File: src/rtl/dac_clocker_mc_pkg.sv
// Shared definitions for the DAC sample clocker.
// Contents: default widths, rate field type, and the per-channel
// accumulator increment helper (rate scaled by the oversample ratio).
package dac_pkg;

    localparam int RATE_W_DEF  = 16;
    localparam int PHASE_W_DEF = 9;

    typedef logic [RATE_W_DEF-1:0] rate_t;

    // Increment added to the accumulator every clk: rate * 2^phase_w.
    // Widths are bounded so the result always fits in 32 bits; the extra
    // MSB keeps the compare against ck_base unsigned and overflow-free.
    function automatic logic [32:0] mk_targ(input logic [31:0] rate, input int phase_w);
        return {1'b0, rate} << phase_w;
    endfunction

endpackage

File: src/rtl/dac_clocker_mc_if.sv
// Sample-fetch handshake bundle between the clocker and the fetch logic.
//   next_sample : one-cycle pulse at each sample boundary (clocker -> fetch)
//   req         : sample request level, held until ack (clocker -> fetch)
//   ovr         : sticky overrun flag (clocker -> fetch)
//   ack         : single-cycle acknowledge of req (fetch -> clocker)
//   ovr_clr     : clears the sticky overrun flag (fetch -> clocker)
interface dac_clocker_mc_if #(
    parameter int CHANNELS = 2
);
    logic [CHANNELS-1:0] next_sample;
    logic [CHANNELS-1:0] req;
    logic [CHANNELS-1:0] ovr;
    logic [CHANNELS-1:0] ack;
    logic [CHANNELS-1:0] ovr_clr;

    modport master (output next_sample, req, ovr, input ack, ovr_clr);
    modport slave  (input next_sample, req, ovr, output ack, ovr_clr);
endinterface

File: src/rtl/dac_clk_chan.sv
// One DAC clock channel: fractional accumulator, oversample phase,
// shadow sample rate and the sample request / overrun bookkeeping.
// Ports:
//   clk, rst     : system clock, async active-low reset
//   ck_base      : clk frequency in Hz
//   rate         : requested sample rate in Hz (shadowed at sample boundaries)
//   en           : channel enable; low holds the channel idle at phase 0
//   ack, ovr_clr : request acknowledge, overrun clear
//   dac_clk      : one-cycle oversample tick
//   phase        : oversample phase counter
//   next_sample  : one-cycle pulse when phase wraps to 0
//   req, ovr     : sample request level, sticky overrun
module dac_clk_chan
    import dac_pkg::*;
#(
    parameter int PHASE_W = PHASE_W_DEF,
    parameter int RATE_W  = RATE_W_DEF
) (
    input  logic               clk,
    input  logic               rst,
    input  logic [31:0]        ck_base,
    input  logic [RATE_W-1:0]  rate,
    input  logic               en,
    input  logic               ack,
    input  logic               ovr_clr,
    output logic               dac_clk,
    output logic [PHASE_W-1:0] phase,
    output logic               next_sample,
    output logic               req,
    output logic               ovr
);

    logic [32:0]       acc;
    logic [32:0]       acc_nxt;
    logic [32:0]       targ;
    logic [32:0]       sum;
    logic [32:0]       base;
    logic [RATE_W-1:0] rate_act;
    logic              tick;
    logic              wrap;

    always_comb begin
        base    = {1'b0, ck_base};
        targ    = mk_targ(32'(rate_act), PHASE_W);
        sum     = acc + targ;
        acc_nxt = sum;
        tick    = 1'b0;
        if (ck_base == '0) begin
            acc_nxt = acc;
        end else if (targ >= base) begin
            // Requested tick rate at or above clk: saturate to a tick every cycle.
            tick    = 1'b1;
            acc_nxt = '0;
        end else if (sum >= base) begin
            tick    = 1'b1;
            acc_nxt = sum - base;
        end
        wrap = tick && (phase == '1);
    end

    always_ff @(posedge clk or negedge rst) begin
        if (!rst) begin
            acc         <= '0;
            rate_act    <= '0;
            phase       <= '0;
            dac_clk     <= 1'b0;
            next_sample <= 1'b0;
            req         <= 1'b0;
        end else if (!en) begin
            acc         <= '0;
            rate_act    <= rate;
            phase       <= '0;
            dac_clk     <= 1'b0;
            next_sample <= 1'b0;
            req         <= 1'b0;
        end else begin
            acc         <= acc_nxt;
            dac_clk     <= tick;
            next_sample <= wrap;
            if (tick) begin
                phase <= phase + PHASE_W'(1);
            end
            // New rate only takes effect from the next sample period onwards.
            if (wrap) begin
                rate_act <= rate;
            end
            // A new sample boundary wins over a same-cycle ack: the fresh
            // request stays pending.
            if (wrap) begin
                req <= 1'b1;
            end else if (ack) begin
                req <= 1'b0;
            end
        end
    end

    // Overrun is kept across disable; set has priority over clear.
    always_ff @(posedge clk or negedge rst) begin
        if (!rst) begin
            ovr <= 1'b0;
        end else if (en && wrap && req && !ack) begin
            ovr <= 1'b1;
        end else if (ovr_clr) begin
            ovr <= 1'b0;
        end
    end

endmodule

File: src/rtl/dac_clocker_mc.sv
// Multi-channel DAC sample clocker. Each channel derives an oversampled
// tick at rate * 2^PHASE_W from clk using a divider-free accumulator and
// raises a sample request at every sample boundary.
// Ports:
//   clk, rst : system clock, async active-low reset
//   ck_base  : clk frequency in Hz, shared by all channels
//   rate     : per-channel sample rate, channel i at [i*RATE_W +: RATE_W]
//   en       : per-channel enable
//   dac_clk  : per-channel oversample tick
//   phase    : per-channel phase, channel i at [i*PHASE_W +: PHASE_W]
//   fetch    : sample request handshake (next_sample/req/ovr out, ack/ovr_clr in)
module dac_clocker_mc
    import dac_pkg::*;
#(
    parameter int CHANNELS = 2,
    parameter int PHASE_W  = PHASE_W_DEF,
    parameter int RATE_W   = RATE_W_DEF
) (
    input  logic                         clk,
    input  logic                         rst,
    input  logic [31:0]                  ck_base,
    input  logic [CHANNELS*RATE_W-1:0]   rate,
    input  logic [CHANNELS-1:0]          en,
    output logic [CHANNELS-1:0]          dac_clk,
    output logic [CHANNELS*PHASE_W-1:0]  phase,
    dac_clocker_mc_if.master             fetch
);

    logic [CHANNELS-1:0] next_sample;
    logic [CHANNELS-1:0] req;
    logic [CHANNELS-1:0] ovr;

    for (genvar i = 0; i < CHANNELS; i++) begin : g_chan
        dac_clk_chan #(
            .PHASE_W (PHASE_W),
            .RATE_W  (RATE_W)
        ) u_chan (
            .clk         (clk),
            .rst         (rst),
            .ck_base     (ck_base),
            .rate        (rate[i*RATE_W +: RATE_W]),
            .en          (en[i]),
            .ack         (fetch.ack[i]),
            .ovr_clr     (fetch.ovr_clr[i]),
            .dac_clk     (dac_clk[i]),
            .phase       (phase[i*PHASE_W +: PHASE_W]),
            .next_sample (next_sample[i]),
            .req         (req[i]),
            .ovr         (ovr[i])
        );
    end

    assign fetch.next_sample = next_sample;
    assign fetch.req         = req;
    assign fetch.ovr         = ovr;

endmodule

File: src/flat_wrapper.sv
// flat-port wrapper written by rule: the top's interface ports become plain ports
module dac_clocker_mc_flat import dac_pkg::*;
#(
    parameter int CHANNELS = 2,
    parameter int PHASE_W  = PHASE_W_DEF,
    parameter int RATE_W   = RATE_W_DEF
)
  (clk, rst, ck_base, rate, en, dac_clk, phase, fetch_next_sample, fetch_req, fetch_ovr, fetch_ack, fetch_ovr_clr);
  dac_clocker_mc_if #(.CHANNELS(CHANNELS)) fetch_i ();
  input  logic clk;
  input  logic rst;
  input  logic [31:0] ck_base;
  input  logic [CHANNELS*RATE_W-1:0] rate;
  input  logic [CHANNELS-1:0] en;
  output logic [CHANNELS-1:0] dac_clk;
  output logic [CHANNELS*PHASE_W-1:0] phase;
  output wire logic [$bits(fetch_i.next_sample)-1:0] fetch_next_sample;
  output wire logic [$bits(fetch_i.req)-1:0] fetch_req;
  output wire logic [$bits(fetch_i.ovr)-1:0] fetch_ovr;
  input wire logic [$bits(fetch_i.ack)-1:0] fetch_ack;
  input wire logic [$bits(fetch_i.ovr_clr)-1:0] fetch_ovr_clr;
  assign fetch_next_sample = fetch_i.next_sample;
  assign fetch_req = fetch_i.req;
  assign fetch_ovr = fetch_i.ovr;
  assign fetch_i.ack = fetch_ack;
  assign fetch_i.ovr_clr = fetch_ovr_clr;
  dac_clocker_mc #(.CHANNELS(CHANNELS), .PHASE_W(PHASE_W), .RATE_W(RATE_W)) u_core (.clk(clk), .rst(rst), .ck_base(ck_base), .rate(rate), .en(en), .dac_clk(dac_clk), .phase(phase), .fetch(fetch_i));
endmodule
File: config.mk
export PLATFORM = sky130hd
export DESIGN_NAME = dac_clocker_mc_flat
export DESIGN_NICKNAME = d
export VERILOG_FILES = /design/src/rtl/dac_clocker_mc_pkg.sv /design/src/rtl/dac_clocker_mc_if.sv /design/src/rtl/dac_clk_chan.sv /design/src/rtl/dac_clocker_mc.sv /design/src/flat_wrapper.sv
export SDC_FILE = /design/constraint.sdc
export NUM_CORES = 1
export LEC_CHECK = 0
export CORE_MARGIN = 1.5
export CORE_UTILIZATION = 42
export DETAILED_ROUTE_END_ITERATION = 6
export PLACE_DENSITY = 0.62
export SETUP_SLACK_MARGIN = 0.3
export SYNTH_ARGS = -nofsm -noshare
export SYNTH_HDL_FRONTEND = slang
export SYNTH_SLANG_ARGS = --single-unit
File: constraint.sdc
create_clock -name clk -period 9.7 [get_ports clk]
set_input_delay 2.425 -clock clk [delete_from_list [all_inputs] [get_ports clk]]
set_output_delay 2.425 -clock clk [all_outputs]
set_load 0.02 [all_outputs]
**Yosys cells after proc, flatten, opt, wreduce, memory -nomap -nowiden**

Index checks and enable logic that the tools add are counted.

- Bits in registers: 124
- Input port bits: 72
- Output and inout port bits: 26
- Logic and storage cells: 83

- $add $sub $neg: 6
- Magnitude comparators: 4
- Equality and inequality tests: 10
- Muxes and demuxes: 36
- Reduce and logical (&&, ||, !) cells: 13

Operators by type and width:

| cell | number |
|---|---|
| two-way mux 33 bit | 8 |
| adder 33 x 25 -> 33 bit | 2 |
| greater-or-equal comparator 33 x 32 -> 1 bit | 2 |
| subtractor 33 x 32 -> 33 bit | 2 |
| greater-or-equal comparator 25 x 32 -> 1 bit | 2 |
| two-way mux 16 bit | 4 |
| two-way mux 9 bit | 4 |
| logical NOT 32 bit | 1 |
| two-way mux 1 bit | 20 |
| adder 9 x 1 -> 9 bit (second input constant) | 2 |
| equality test 9 bit (second input constant) | 2 |
| logical AND 1 bit | 8 |
| != test 2 x 1 -> 1 bit (second input constant) | 4 |
| != test 3 x 1 -> 1 bit (second input constant) | 2 |
| != test 2 bit (second input constant) | 2 |
| nonzero test 2 bit | 2 |
| logical NOT 1 bit | 2 |

**Longest topological paths before layout**

Gate-level depths: netlist (run 1).

- Depth after elaboration: 10
- Depth in mapped cells: 23
- Gate-level depth less buffers: 21

**Cells and area by module**

A second synthesis (run 1) with hierarchy kept.

- Cell total of the unflattened synthesis: 1346
- Area, all modules: 11333.4 µm²

By module, submodules not included:

| module | instances | cells an instance | area each (µm²) |
|---|---|---|---|
| dac_clk_chan | 2 | 673 | 5666.7 |

**Worst setup path before layout (run 1)**

No wires, ideal clock.

- Kind: register to register
- From: register u_core.g_chan[1].u_chan.rate_act[0]
- To: register u_core.g_chan[1].u_chan.rate_act[10]
- Arrival time: 4946 ps
- Required time: 9575 ps
- Path slack: 4629 ps
- Stages on the path, launching flop included: 23
- Path buffers: 2
- Clock period less this slack: 5071 ps
- Path through: dfrtp_1 -> ha_1 -> fa_1 -> a21o_1 -> a21oi_1 -> o21ai_1 -> a2111oi_1 -> nor2_1 -> a21oi_1 -> o21ai_0 -> xor2_1 -> ha_1 -> buf_2 -> nand2_1 -> or3_4 -> nor3_4 -> a41oi_1 -> and2_1 -> mux2i_4 -> o31ai_4 -> o21ai_4 -> buf_6 -> mux2_4

- Word-level cells in the longest chain between the ends: 7

RTL lines:

| what | RTL line | text |
|---|---|---|
| start: declaration | dac_clk_chan.sv:38 | `logic [RATE_W-1:0] rate_act;` |
| start signal: assignment | dac_clk_chan.sv:71 | `rate_act <= rate;` |
| start signal: assignment | dac_clk_chan.sv:85 | `rate_act <= rate;` |
| adder 33 x 25 -> 33 bit | dac_clk_chan.sv:45 | `sum = acc + targ;` |
| greater-or-equal comparator 33 x 32 -> 1 bit | dac_clk_chan.sv:54 | `end else if (sum >= base) begin` |
| two-way mux 1 bit | dac_clk_chan.sv:54 |  |
| two-way mux 1 bit (*) | dac_clk_chan.sv:50 | `end else if (targ >= base) begin` |
| two-way mux 1 bit (*) | dac_clk_chan.sv:48 | `if (ck_base == '0) begin` |
| logical AND 1 bit (*) | dac_clk_chan.sv:58 | `wrap = tick && (phase == '1);` |
| != test 2 x 1 -> 1 bit (no source line) (*) | -- |  |

Mark *: on every way between the ends. The rest lies on a longest branch, timed or not.
A chain may end at the register's enable or synchronous reset.

**Worst setup path after layout (run 1)**

- From: register u_core.g_chan[0].u_chan.rate_act[0]
- To: register u_core.g_chan[0].u_chan.rate_act[9]

- Word-level cells in the longest chain between the ends: 7

RTL lines:

| what | RTL line |
|---|---|
| start: declaration | dac_clk_chan.sv:38 |
| start signal: assignment | dac_clk_chan.sv:71 |
| start signal: assignment | dac_clk_chan.sv:85 |
| adder 33 x 25 -> 33 bit | dac_clk_chan.sv:45 |
| greater-or-equal comparator 33 x 32 -> 1 bit | dac_clk_chan.sv:54 |
| two-way mux 1 bit | dac_clk_chan.sv:54 |
| two-way mux 1 bit (*) | dac_clk_chan.sv:50 |
| two-way mux 1 bit (*) | dac_clk_chan.sv:48 |
| logical AND 1 bit (*) | dac_clk_chan.sv:58 |
| != test 2 x 1 -> 1 bit (no source line) (*) | -- |

Marks and branches as above.

==> results.yml, run 1 <==
run_status:
  outcome: "complete, no violations"
synth:
  synthCells: 1322
  yosysSeqAreaShare_pct: 26.5
  ys_ff_latch: 124
  syn-mean-instance-area_um2: 8.87
  async_flop_share_pct: 100
  synth-edff-count: 0
  ys_types: 89
  synth_area_um2: 11700
  syn-num-nets: 1530
  synthesis.yosys.warnings: 0
  synth_ff_type: "dfrtp_1"
clocking:
  cts-root-buf: "clkbuf_16"
  h-tree-depth: 4
  cts_tree: "done"
  clock_latency_ns: 0.43
  cts_sinks: 124
  clk_pin_slew_ns: 0.06
  post_cts_resized: 0
  cts_max_path_buffers: 2
  cts_hold_buf: 0
  numCtsBuffers: 17
  cts_setup_buffers: 0
finish:
  layout_common_cells: "132 x ha_1, 124 x dfrtp_1, 100 x o21ai_0, 99 x a21oi_1, 98 x nand2_1"
  n_fill_cell: 2624
  finalNetCount: 1611
  layout_commonest_cell: "ha_1"
  finalNonFillerCells: 1788
  layout-area-overhead-vs-synth_pct: 15.8
  diodes: 0
  drive_gt1_share_pct: 7.98
power:
  max-vdd-ir-drop_v: 0.000150
  power.density_nw_per_um2: 333
  p_leak_nw: 6.21
routing:
  via_per_inst: 5.94
  totalWireLength_um: 35200
  vias: 10600
  route.detailed.drc: 0
  wl_per_cell_um: 19.7
  dr.pass1.iters: 5
  final_antenna_net_count: 0
  drt-initial-drc-count: 923
setup_path:
  path_max_fanout: 16
  startpoint_type: "flop"
  cp.arrival_ns: 6.96
  crit_path_end_kind: "flop"
  crit_required_ns: 10.01
  max_stage_delay_ns: 0.87
  reg2reg_depth: 19
  worstSetupPathType: "reg -> reg"
  path_cells: "ha_1 -> fa_1 -> a21o_1 -> a21oi_1 -> o21ai_0 -> and2_1 -> a2111oi_0 -> nor2_1 -> xnor2_1 -> ha_1 -> and3_1 -> a31o_2 -> a21oi_1 -> o31ai_1 -> a41oi_1 -> a41oi_2 -> nand2_1 -> and2_1 -> mux2_2"
  cp_slowest_cell: "a2111oi_0"
global_route:
  grt.total_usage_pct: 24.7
  first_global_vias: 9980
  antenna_found_initial: 0
  overflow: 0
  grt_pass1_wl_um: 55200
  grt_max_degree: 79
floorplan:
  initial_utilization_pct: 43.2
  die_w_um: 170
  die_h_um: 170
  dieArea_um2: 28900
  coreArea_um2: 27200
  io_pins: 98
  rows: 60
timing:
  finClkSkew_ns: 0.0156
  rsz0062_at_grt: "false"
  finalCritPeriodShare_pct: 68.6
  layout_min_cycle_time_ns: 6.65
  finalMaxSlewViolations: 0
  fmax_ghz: 0.150
  relSlewSlack_pct: 28.2
  finalSetupViolCount: 0
  tightest_slew_ns: 1.08
  tns_ns: 0
  finalHoldViolCount: 0
worst_hold_path:
  min_path_type: "reg -> reg"
  worstHoldPathCells: 2
placement:
  dpl.hpwl_um: 27000
  port_buffers: 97
  dp_cells: 1756
  place.gp.congestion: 0.889
job:
  drv_cap: 0
final timing paths:
path / from / to / slack, ns
max: u_core.g_chan[0].u_chan.rate_act[0] / u_core.g_chan[0].u_chan.rate_act[9] / 3.05
min: u_core.g_chan[0].u_chan.acc[24] / u_core.g_chan[0].u_chan.acc[24] / 0.48
max reg2reg: u_core.g_chan[0].u_chan.rate_act[0] / u_core.g_chan[0].u_chan.rate_act[9] / 3.05
min reg2reg: u_core.g_chan[0].u_chan.acc[24] / u_core.g_chan[0].u_chan.acc[24] / 0.48
max in group asynchronous: rst / u_core.g_chan[1].u_chan.rate_act[11] / 6.51
min in group asynchronous: rst / u_core.g_chan[0].u_chan.acc[30] / 2.05
per-stage QoR:
stage / setup slack [ns] / total power, mW / area (um2) / utilization, % / hold WS [ns]
after floorplan: 4.63 / 3.12 / 11700 / - / 0.454
after global routing: 2.60 / 4.88 / 13600 / 50.0 / 0.505
after detailed placement: 2.94 / 3.76 / 13000 / 47.7 / 0.476
after global placement: 3.04 / 3.75 / 13000 / 47.7 / 0.468
after CTS: 3.09 / 4.48 / 13600 / 50.0 / 0.489
final: 3.05 / 4.52 / 13600 / 50.0 / 0.485
layout make-up:
| cell class | instances | area [um2] | area share, % |
|---|---|---|---|
| multi-input cells | 1091 | 8120 | 59.8 |
| repair buffers | 102 | 1010 | 7.44 |
| inverters | 67 | 251 | 1.85 |
| clock inverters | 12 | 159 | 1.17 |
| flip-flops and latches | 124 | 3100 | 22.9 |
| well taps | 372 | 465 | 3.43 |
| clock buffers | 20 | 467 | 3.44 |
cell usage after synthesis (5+ instances only):
cell type / instances / area share, %
o21a_1: 12 / 0.77
mux2_2: 14 / 1.3
nand2_1: 98 / 3.1
nand3_1: 36 / 1.5
and3_1: 25 / 1.3
inv_1: 66 / 2.1
a21o_1: 54 / 3.5
o31ai_1: 7 / 0.45
mux2_4: 20 / 2.6
nor4_1: 10 / 0.53
buf_2: 12 / 0.51
a22oi_1: 5 / 0.32
and2_1: 17 / 0.91
nor2_1: 66 / 2.1
clkbuf_1: 11 / 0.35
o211ai_1: 8 / 0.51
buf_6: 5 / 0.48
o21ai_1: 9 / 0.38
a31oi_1: 12 / 0.64
a221o_1: 9 / 0.77
a311oi_1: 5 / 0.37
dfrtp_1: 124 / 26
or2_2: 12 / 0.64
nor3_1: 17 / 0.73
o2111ai_1: 6 / 0.45
or3_1: 13 / 0.69
xnor2_1: 52 / 3.9
nand2b_1: 14 / 0.75
o21bai_1: 14 / 0.90
a211oi_1: 18 / 1.2
a22o_1: 7 / 0.52
buf_4: 11 / 0.70
nor2b_1: 13 / 0.69
o21ai_0: 100 / 4.3
mux2i_1: 28 / 2.4
ha_1: 132 / 14
xor2_1: 47 / 3.5
o31a_1: 5 / 0.37
nand4_1: 20 / 1.1
a21oi_1: 99 / 4.2
flip-flops by register name (all words and copies together), names as in the netlist:
signal,cells
u_core.g_chan.u_chan.ovr,2
u_core.g_chan.u_chan.dac_clk,2
u_core.g_chan.u_chan.next_sample,2
u_core.g_chan.u_chan.rate_act,32
u_core.g_chan.u_chan.phase,18
u_core.g_chan.u_chan.req,2
u_core.g_chan.u_chan.acc,66
worst max-delay path, delay by kind of cell (launching register included):
kind            cells  cell delay, ns
fa+ha+maj           3            1.01
flops               1            0.40
simple gates        5            1.71
compound gates      9            2.79
mux                 1            0.42
xor+xnor            1            0.20
cell families (layout without fill, tap and decap cells):
group	Yosys count	count (layout)	share of synthesized area, %
xor gates and xnor gates	99	99	7.39
adders and majority gates	136	136	14.8
muxes	63	63	6.49
AOI/OAI and AO/OA	430	430	24.8
and+or+nand+nor	363	363	15.7
DFF	124	124	26.5
buffers and inverters	107	201	4.36
layer usage:
| layer | vias up | wire length, um | part of all wire [%] | track usage, % |
|---|---|---|---|---|
| met1 | 5122 | 17800 | 50 | 36.9 |
| met2 | 369 | 14400 | 41 | 36.0 |
| met4 | 0 | 671 | 1.9 | 7.12 |
| li1 | 5080 | - | - | - |
| met5 | - | 0 | 0 | 0 |
| met3 | 48 | 2380 | 6.7 | 4.12 |
where the power goes:
part	internal [mW]	total, mW	switching, mW
Clock	0.427	0.697	0.270
Combinational	1.27	3.05	1.79
Sequential	0.657	0.772	0.115
No activity file was read; power rests on OpenSTA's default activity.
==> run 2, diff against run 1 <==
==> constraint.sdc (replaced) <==
create_clock -name clk -period 6.55 [get_ports clk]
set_input_delay 1.6375 -clock clk [delete_from_list [all_inputs] [get_ports clk]]
set_output_delay 1.6375 -clock clk [all_outputs]
set_load 0.02 [all_outputs]
==> run 2 against run 1 <==
Total power grew 49%. Combinational power grew 50%. Critical path depth grew 2. Design area grew 0.38%. Register-to-register slack lost 2.4 ns. Fmax grew 13%. Non-clock buffer count grew 8. First-iteration DRC count shrank 22%. Flip-flop and latch count is the same. Critical endpoint is now u_core.g_chan[1].u_chan.rate_act[7].
==> results.yml, run 2 (synthesis results as in run 1) <==
timing:
  rsz0062_at_grt: "false"
  relSlewSlack_pct: 26.6
  tns_ns: 0
  finClkSkew_ns: 0.0140
  setup_ws_ns: 0.661
  fmax_ghz: 0.170
  finalHoldViolCount: 0
  finalCritPeriodShare_pct: 89.9
  layout_min_cycle_time_ns: 5.89
  tightest_slew_ns: 1.10
  finalSetupViolCount: 0
  finalMaxSlewViolations: 0
clocking:
  cts_max_path_buffers: 2
  cts_hold_buf: 0
  numCtsBuffers: 17
  clk_pin_slew_ns: 0.06
  clock_latency_ns: 0.43
  h-tree-depth: 4
  post_cts_resized: 0
  cts_setup_buffers: 0
  cts-root-buf: "clkbuf_16"
  cts_sinks: 124
  cts_tree: "done"
floorplan:
  die_h_um: 170
  initial_utilization_pct: 43.2
  dieArea_um2: 28900
  die_w_um: 170
  coreArea_um2: 27200
  io_pins: 98
  rows: 60
power:
  power.density_nw_per_um2: 494
  p_total_mw: 6.74
  p_leak_nw: 6.23
  max-vdd-ir-drop_v: 0.000231
routing:
  totalWireLength_um: 36000
  dr.pass1.iters: 5
  wl_per_cell_um: 20.0
  vias: 10500
  route.detailed.drc: 0
  via_per_inst: 5.86
  drt-initial-drc-count: 717
  final_antenna_net_count: 0
finish:
  reg_top3: "u_core.g_chan.u_chan.acc: 66 flops, u_core.g_chan.u_chan.rate_act: 32 flops, u_core.g_chan.u_chan.phase: 18 flops"
  layout_common_cells: "132 x ha_1, 124 x dfrtp_1, 100 x o21ai_0, 99 x a21oi_1, 98 x nand2_1"
  drive_gt1_share_pct: 8.50
  finalNonFillerCells: 1796
  finalNetCount: 1619
  largest_register_ffs: 66
  n_fill_cell: 2629
  layout_commonest_cell: "ha_1"
  stdcell_area_um2: 13600
  layout-area-overhead-vs-synth_pct: 16.2
  regMostFlops: "u_core.g_chan.u_chan.acc"
  diodes: 0
setup_path:
  startpoint_type: "flop"
  path_cells: "ha_1 -> fa_1 -> a21o_1 -> a21oi_1 -> o21ai_1 -> a2111oi_1 -> nor4_1 -> nor2_1 -> nor2_1 -> xor2_1 -> ha_1 -> and3_1 -> nand2_1 -> nor3_4 -> a41oi_1 -> nor2b_1 -> mux2i_4 -> o31ai_4 -> o21ai_4 -> buf_4 -> mux2_4"
  max_stage_delay_ns: 0.71
  cp_slowest_cell: "o31ai_4"
  cp.arrival_ns: 6.20
  crit_path_end_kind: "flop"
  path_max_fanout: 20
  worstSetupPathType: "reg -> reg"
  crit_required_ns: 6.86
job:
  drv_cap: 0
global_route:
  overflow: 0
  grt_pass1_wl_um: 56900
  grt.total_usage_pct: 25.6
  antenna_found_initial: 1
  grt_max_degree: 73
  first_global_vias: 10200
placement:
  place_ws_ns: 0.734
  placed_cell_area_um2: 13000
  dpl.hpwl_um: 27300
  place.gp.congestion: 0.925
  dp_cells: 1764
  port_buffers: 97
run_status:
  outcome: "complete, no violations"
worst_hold_path:
  min_path_type: "reg -> reg"
## run 2: power by group
group	internal [mW]	switching (mW)	total, mW
clock	0.621	0.405	1.03
combinational	1.90	2.67	4.57
sequential	0.972	0.169	1.14
## run 2: layer usage
layer	share of wire (%)	wire, um	vias up	global-route usage (%)
met2	41	14700	311	37.1
met5	0	0	-	0
met4	2.5	916	0	8.00
met1	50	18000	5046	37.7
met3	6.7	2410	44	5.35
li1	-	-	5116	-
## run 2: final cells by class
cell class / instances / area [um2] / area share, %
Multi-Input combinational cell: 1091 / 8120 / 59.6
Sequential cell: 124 / 3100 / 22.8
Timing Repair Buffer: 110 / 1070 / 7.85
Tap cell: 372 / 465 / 3.42
Clock buffer: 19 / 453 / 3.32
Inverter: 67 / 251 / 1.85
Clock inverter: 13 / 164 / 1.20
## run 2: worst max-delay path, delay by kind of cell, from the launching register on
kind	cells	cell delay, ns
XOR/XNOR	1	0.17
multiplexers	2	0.47
adder cells (fa/ha/maj)	3	1.03
AND/OR/NAND/NOR	7	1.33
buffers and inverters	1	0.25
flip-flops	1	0.40
AO/OA/AOI/OAI	7	2.11
## run 2: per-stage QoR
step           util (%)  hold slack, ns
2_1_floorplan         -           0.454
3_3_place_gp       47.9           0.466
3_5_place_dp       47.9           0.478
4_1_cts            50.1           0.494
5_1_grt            50.1           0.503
6_report           50.1           0.490
## run 2: worst paths after layout
path	from	endpoint	slack (ns)	cells past startpoint
worst max-delay path	u_core.g_chan[1].u_chan.rate_act[0]	u_core.g_chan[1].u_chan.rate_act[7]	0.66	21
worst min-delay path	u_core.g_chan[0].u_chan.acc[3]	u_core.g_chan[0].u_chan.acc[3]	0.49	1
worst max register to register	u_core.g_chan[1].u_chan.rate_act[0]	u_core.g_chan[1].u_chan.rate_act[7]	0.66	21
worst min register to register	u_core.g_chan[0].u_chan.acc[3]	u_core.g_chan[0].u_chan.acc[3]	0.49	1
max in group asynchronous	rst	u_core.g_chan[1].u_chan.rate_act[15]	4.09	2
min in group asynchronous	rst	u_core.g_chan[0].u_chan.acc[5]	1.21	1
